==> src/rtl/tick_counter_pkg.sv <==
// rtl/tick_counter_pkg.sv - shared constants and helpers for tick_counter_param
package tick_counter_pkg;

  localparam logic SAT_WRAP = 1'b0;
  localparam logic SAT_HOLD = 1'b1;

  typedef enum logic {
    DIR_DOWN = 1'b0,
    DIR_UP   = 1'b1
  } dir_e;

  function automatic int calc_div(input int clk_hz, input int tick_hz);
    return clk_hz / tick_hz;
  endfunction

  // Prescaler spans 0..DIV-1, so it needs clog2(DIV) bits (at least one).
  function automatic int psc_width(input int div);
    return (div < 2) ? 1 : $clog2(div);
  endfunction

endpackage

==> src/rtl/tick_gen.sv <==
// rtl/tick_gen.sv - prescaler producing a one-cycle step enable every DIV running cycles
module tick_gen
  import tick_counter_pkg::*;
#(
  parameter int DIV = 10,
  parameter int PW  = psc_width(DIV)
) (
  input  logic clk50m,
  input  logic rs,
  input  logic en,
  input  logic clr,
  output logic step
);

  localparam logic [PW-1:0] PSC_LAST = PW'(DIV - 1);

  logic [PW-1:0] psc_q;
  logic [PW-1:0] psc_d;

  // step is a data-path enable for the counter, not a derived clock.
  assign step = en && (psc_q == PSC_LAST);

  always_comb begin
    psc_d = psc_q;
    if (clr || step) begin
      psc_d = '0;
    end else if (en) begin
      psc_d = psc_q + 1'b1;
    end
  end

  always_ff @(posedge clk50m) begin
    if (rs) begin
      psc_q <= '0;
    end else begin
      psc_q <= psc_d;
    end
  end

endmodule

==> src/rtl/tick_counter_param.sv <==
// rtl/tick_counter_param.sv - prescaled up/down counter with load, wrap/saturate and tick/tc pulses
module tick_counter_param
  import tick_counter_pkg::*;
#(
  parameter int WIDTH   = 8,
  parameter int CLK_HZ  = 50_000_000,
  parameter int TICK_HZ = 1,
  parameter int MAX_VAL = 2**WIDTH - 1
) (
  input  logic             clk50m,
  input  logic             rs,
  input  logic             ss,
  input  logic             ud,
  input  logic             sat,
  input  logic             ld,
  input  logic [WIDTH-1:0] din,
  output logic [WIDTH-1:0] dem,
  output logic             tick,
  output logic             tc
);

  localparam int     DIV  = calc_div(CLK_HZ, TICK_HZ);
  localparam int     PW   = psc_width(DIV);
  localparam longint CEIL = (longint'(1) << WIDTH) - 1;

  generate
    if (DIV < 2 || longint'(MAX_VAL) > CEIL) begin : g_bad_params
      $error("tick_counter_param: need CLK_HZ/TICK_HZ >= 2 and MAX_VAL <= 2**WIDTH-1");
    end
  endgenerate

  localparam logic [WIDTH-1:0] MAX_V = WIDTH'(MAX_VAL);

  logic             step;
  logic [WIDTH-1:0] dem_q;
  logic [WIDTH-1:0] dem_d;
  logic             tick_q;
  logic             tick_d;
  logic             tc_q;
  logic             tc_d;

  tick_gen #(
    .DIV (DIV),
    .PW  (PW)
  ) u_tick_gen (
    .clk50m (clk50m),
    .rs     (rs),
    .en     (ss),
    .clr    (ld),
    .step   (step)
  );

  // A load outranks a coincident step: the step is dropped, no pulses.
  always_comb begin
    dem_d  = dem_q;
    tick_d = 1'b0;
    tc_d   = 1'b0;
    if (ld) begin
      dem_d = (din > MAX_V) ? MAX_V : din;
    end else if (step) begin
      tick_d = 1'b1;
      if (ud == DIR_UP) begin
        if (dem_q == MAX_V) begin
          tc_d  = 1'b1;
          dem_d = (sat == SAT_HOLD) ? MAX_V : '0;
        end else begin
          dem_d = dem_q + 1'b1;
        end
      end else begin
        if (dem_q == '0) begin
          tc_d  = 1'b1;
          dem_d = (sat == SAT_HOLD) ? '0 : MAX_V;
        end else begin
          dem_d = dem_q - 1'b1;
        end
      end
    end
  end

  always_ff @(posedge clk50m) begin
    if (rs) begin
      dem_q  <= '0;
      tick_q <= 1'b0;
      tc_q   <= 1'b0;
    end else begin
      dem_q  <= dem_d;
      tick_q <= tick_d;
      tc_q   <= tc_d;
    end
  end

  assign dem  = dem_q;
  assign tick = tick_q;
  assign tc   = tc_q;

endmodule

==> config.mk <==
export PLATFORM = sky130hd
export DESIGN_NAME = tick_counter_param
export DESIGN_NICKNAME = d
export VERILOG_FILES = /design/src/rtl/tick_counter_pkg.sv /design/src/rtl/tick_gen.sv /design/src/rtl/tick_counter_param.sv
export SDC_FILE = /design/constraint.sdc
export NUM_CORES = 1
export LEC_CHECK = 0
export CORE_MARGIN = 4
export CORE_UTILIZATION = 50
export CTS_CLUSTER_DIAMETER = 40
export CTS_CLUSTER_SIZE = 20
export DETAILED_ROUTE_END_ITERATION = 12
export PLACE_DENSITY = 0.77
export SYNTH_ARGS = -nofsm -noshare
export SYNTH_HDL_FRONTEND = slang
export SYNTH_SLANG_ARGS = --single-unit
==> constraint.sdc <==
create_clock -name clk50m -period 5.5 [get_ports clk50m]
set_input_delay 1.65 -clock clk50m [delete_from_list [all_inputs] [get_ports clk50m]]
set_output_delay 1.65 -clock clk50m [all_outputs]
set_load 0.01 [all_outputs]
==> impl_metrics.tcl <==
set metrics [dict create \
    syn-instance-count 275 \
    yosys_warnings 0 \
    global_route_wire_length_before_repair_um 8640 \
    final.setup_skew_ps 4.26 \
    cts.hold.buffers_added 0 \
    groute.layer.met1.usage 0.246 \
    floorplan.die.width_um 73.0 \
    final.setup.worst_slack_ps 1630 \
    critical_path_peak_fanout 26 \
    cell_area_after_layout_um2 2470 \
    tritoncts "built" \
    pre_cts_slack_ps 1300 \
    io_buffers 23 \
    detailroute.via_count 1974 \
    timing_max_transition_violations_final 0 \
    drt_pre_antenna_iters 4 \
    drv_cap 0 \
    placeableCoreArea_um2 4030 \
    max-clock-path-buffers 2 \
    synthesis.area_um2 2110 \
    globalRoute.totalOverflow 0 \
    worst_slew_pin_slew_ps 850 \
    drcViolationCount 0 \
    synth_edf_count 0 \
    worstPathRequired_ps 5640 \
    globalRouteTotalUtil 0.205 \
    finalSetupTns_ps 0 \
    die_h_um 73.0 \
    seq_area_frac_synth 0.341 \
    report.final.setup_viol 0 \
    placed_cells_incl_taps 333 \
    asyncSetResetFlopFracSynth 0 \
    peak_usage_layer_in_the_global_routing_report "met2" \
    period_share 0.704 \
    cts_repair_resize_count 0 \
    first_global_vias 1938 \
    final_antenna_net_count 0 \
    postSynthRegisterBits 36 \
    cts.reportedPaths.clkPinSlew_ps 70 \
    max_freq_mhz 258 \
    placed_cell_area_um2 2350 \
    rsz0062_at_grt "no" \
    worst_hold_path.num_cells 2 \
    ys_dominant_reg_cell "sky130_fd_sc_hd__dfxtp_1" \
    post_cts_setup_driven_buffer_insertion_count 0 \
    fin_worst_hold_slack_ps 525 \
    detail_route.iter0.violations 257 \
    wl_per_cell_um 14.4 \
    min-delay-start "u_tick_gen.psc_q[1]" \
    worst_skew_pair.late_latency_ps 290 \
    tritoncts.num_buffers 5 \
    clock_tree.root_cell "sky130_fd_sc_hd__clkbuf_8" \
    critPathKind "in2reg" \
    minimum_clock_period_after_layout_ps 3870 \
    flow.area_growth_from_synthesis_pct 17.1 \
    worst_ir_drop_vdd_mv 0.218 \
    initial_antenna_violation_count 0 \
    post_layout_power_mw 0.597 \
    startpoint_type "input port" \
    synth_cell_types 44 \
    final_net_count 308 \
    timing.rr.start "u_tick_gen.psc_q[0]" \
    reg2reg_to "u_tick_gen.psc_q[20]" \
    gr-usage-met2 0.337 \
    power_per_cell_area_nw_per_um2 241 \
    dpl.hpwl_um 3390 \
    final_cells 341 \
    syn-num-nets 293 \
    antenna-diode-count 0 \
    filler_cell_count 373 \
    cellLeakagePower_nw 0.834 \
    timing_hold_violations_final 0 \
    hp-class "reg2reg" \
    die_area_um2 5330 \
    largest_net_degree_at_the_start_of_global_routing 27 \
    core.rowCount 23 \
    ioPinCount 24 \
    globalRouteMet3Util 0.0579 \
    arrival_ps 4020 \
    synth_area_per_cell_um2 7.68 \
    initial_utilization 0.524 \
    worst-r2r-setup-slack_ps 3010 \
    post-route-util 0.614 \
    h_tree_level_count 2 \
    route.detailed.vias_per_inst 5.79 \
    end_kind "register" \
    holdPathEnd "u_tick_gen.psc_q[1]" \
    routability_congestion_estimate_from_global_placement 0.910 \
    detail_route.wirelength_um 4900 \
    outcome "finished, final reports clean" \
    cts_sink_cnt 36 \
    worstRegToRegCells 6 \
    layout-drive-gt1-share 0.0515 \
    maxSlewHeadroom 0.432 \
]
cell usage after synthesis, drive strengths merged, types with 8 or more instances:
| master | number | area share |
|---|---|---|
| inv | 9 | 0.016 |
| xnor2 | 24 | 0.10 |
| nand4 | 9 | 0.027 |
| nor3 | 14 | 0.033 |
| nor2 | 41 | 0.073 |
| nand2 | 26 | 0.050 |
| nor4 | 8 | 0.024 |
| a21oi | 8 | 0.019 |
| dfxtp | 36 | 0.34 |
| nand3 | 14 | 0.033 |
| o21ai | 12 | 0.028 |
| clkbuf | 12 | 0.022 |
flip-flops by register name, indices dropped and copies added (netlist names):
signal / flops
dem: 8
tc: 1
tick: 1
u_tick_gen.psc_q: 26
how the worst max path moves through the flow:
| stage | startpoint | endpoint | slack [ps] |
|---|---|---|---|
| after global placement | ss | u_tick_gen.psc_q[19] | 1380 |
| final | ss | u_tick_gen.psc_q[20] | 1630 |
| after global routing | ss | u_tick_gen.psc_q[16] | 1460 |
| after floorplan | ss | dem[0] | 2340 |
| after CTS | ss | u_tick_gen.psc_q[5] | 1610 |
| after detailed placement | ss | u_tick_gen.psc_q[10] | 1300 |
where the power goes:
group	switching, mW	leakage (nW)	internal (mW)
combinational	0.0320	0.478	0.0328
sequential	0.0124	0.292	0.264
clock	0.0957	0.0645	0.160
total	0.140	0.834	0.457
cell type report:
class / count / area [µm²] / area share
multi-input cells: 214 / 1290 / 0.523
repair buffers: 24 / 238 / 0.0961
flip-flops and latches: 36 / 721 / 0.291
well taps: 50 / 62.6 / 0.0253
clock buffers: 7 / 96.3 / 0.0389
inverters: 9 / 33.8 / 0.0137
clock inverters: 1 / 30.0 / 0.0121
per-layer routing:
metal	vias up	share of wire
met4	0	0.031
li1	997	-
met3	17	0.059
met2	73	0.48
met5	-	0
met1	887	0.43
critical path, stage by stage:
cell and delay [ps]:
sky130_fd_sc_hd__clkdlybuf4s50_1 560, sky130_fd_sc_hd__and4_4 290, sky130_fd_sc_hd__nand2_4 70, sky130_fd_sc_hd__or4_1 640, sky130_fd_sc_hd__nand2_1 690, sky130_fd_sc_hd__nor2_1 110
layout by cell type (no fill, tap or decap), types with 2 or more instances in the layout:
master	synthesis	final
sky130_fd_sc_hd__clkdlybuf4s50_1	0	23
sky130_fd_sc_hd__a21oi_1	8	8
sky130_fd_sc_hd__nand3_1	14	14
sky130_fd_sc_hd__ha_1	4	4
sky130_fd_sc_hd__a311oi_1	2	2
sky130_fd_sc_hd__or3_1	4	4
sky130_fd_sc_hd__a31oi_1	3	3
sky130_fd_sc_hd__dfxtp_1	36	36
sky130_fd_sc_hd__clkbuf_8	0	7
sky130_fd_sc_hd__o31ai_1	5	5
sky130_fd_sc_hd__or4_1	3	3
sky130_fd_sc_hd__and3_1	4	4
sky130_fd_sc_hd__mux2i_1	3	3
sky130_fd_sc_hd__nand2_1	25	25
sky130_fd_sc_hd__nand4_1	9	9
sky130_fd_sc_hd__nor3_1	14	14
sky130_fd_sc_hd__nor2_1	41	41
sky130_fd_sc_hd__and4_1	3	3
sky130_fd_sc_hd__inv_1	9	9
sky130_fd_sc_hd__and2_1	2	2
sky130_fd_sc_hd__xnor2_1	24	24
sky130_fd_sc_hd__xor2_1	5	5
sky130_fd_sc_hd__or2_2	2	2
sky130_fd_sc_hd__a211oi_1	2	2
sky130_fd_sc_hd__nor4_1	8	8
sky130_fd_sc_hd__o21ai_0	12	12
sky130_fd_sc_hd__nor4bb_1	2	2
logic make-up (layout without fill, tap and decap cells):
group                    Yosys count  after routing  share of synthesized area
AO/OA/AOI/OAI                     39             39                      0.118
buffers and inverters             25             41                     0.0468
XOR/XNOR                          29             29                      0.120
multiplexers                       4              4                     0.0195
AND/OR/NAND/NOR                  138            138                      0.331
adder cells (fa/ha/maj)            4              4                     0.0237
flip-flops                        36             36                      0.341
(Power assumes the default switching activity.)
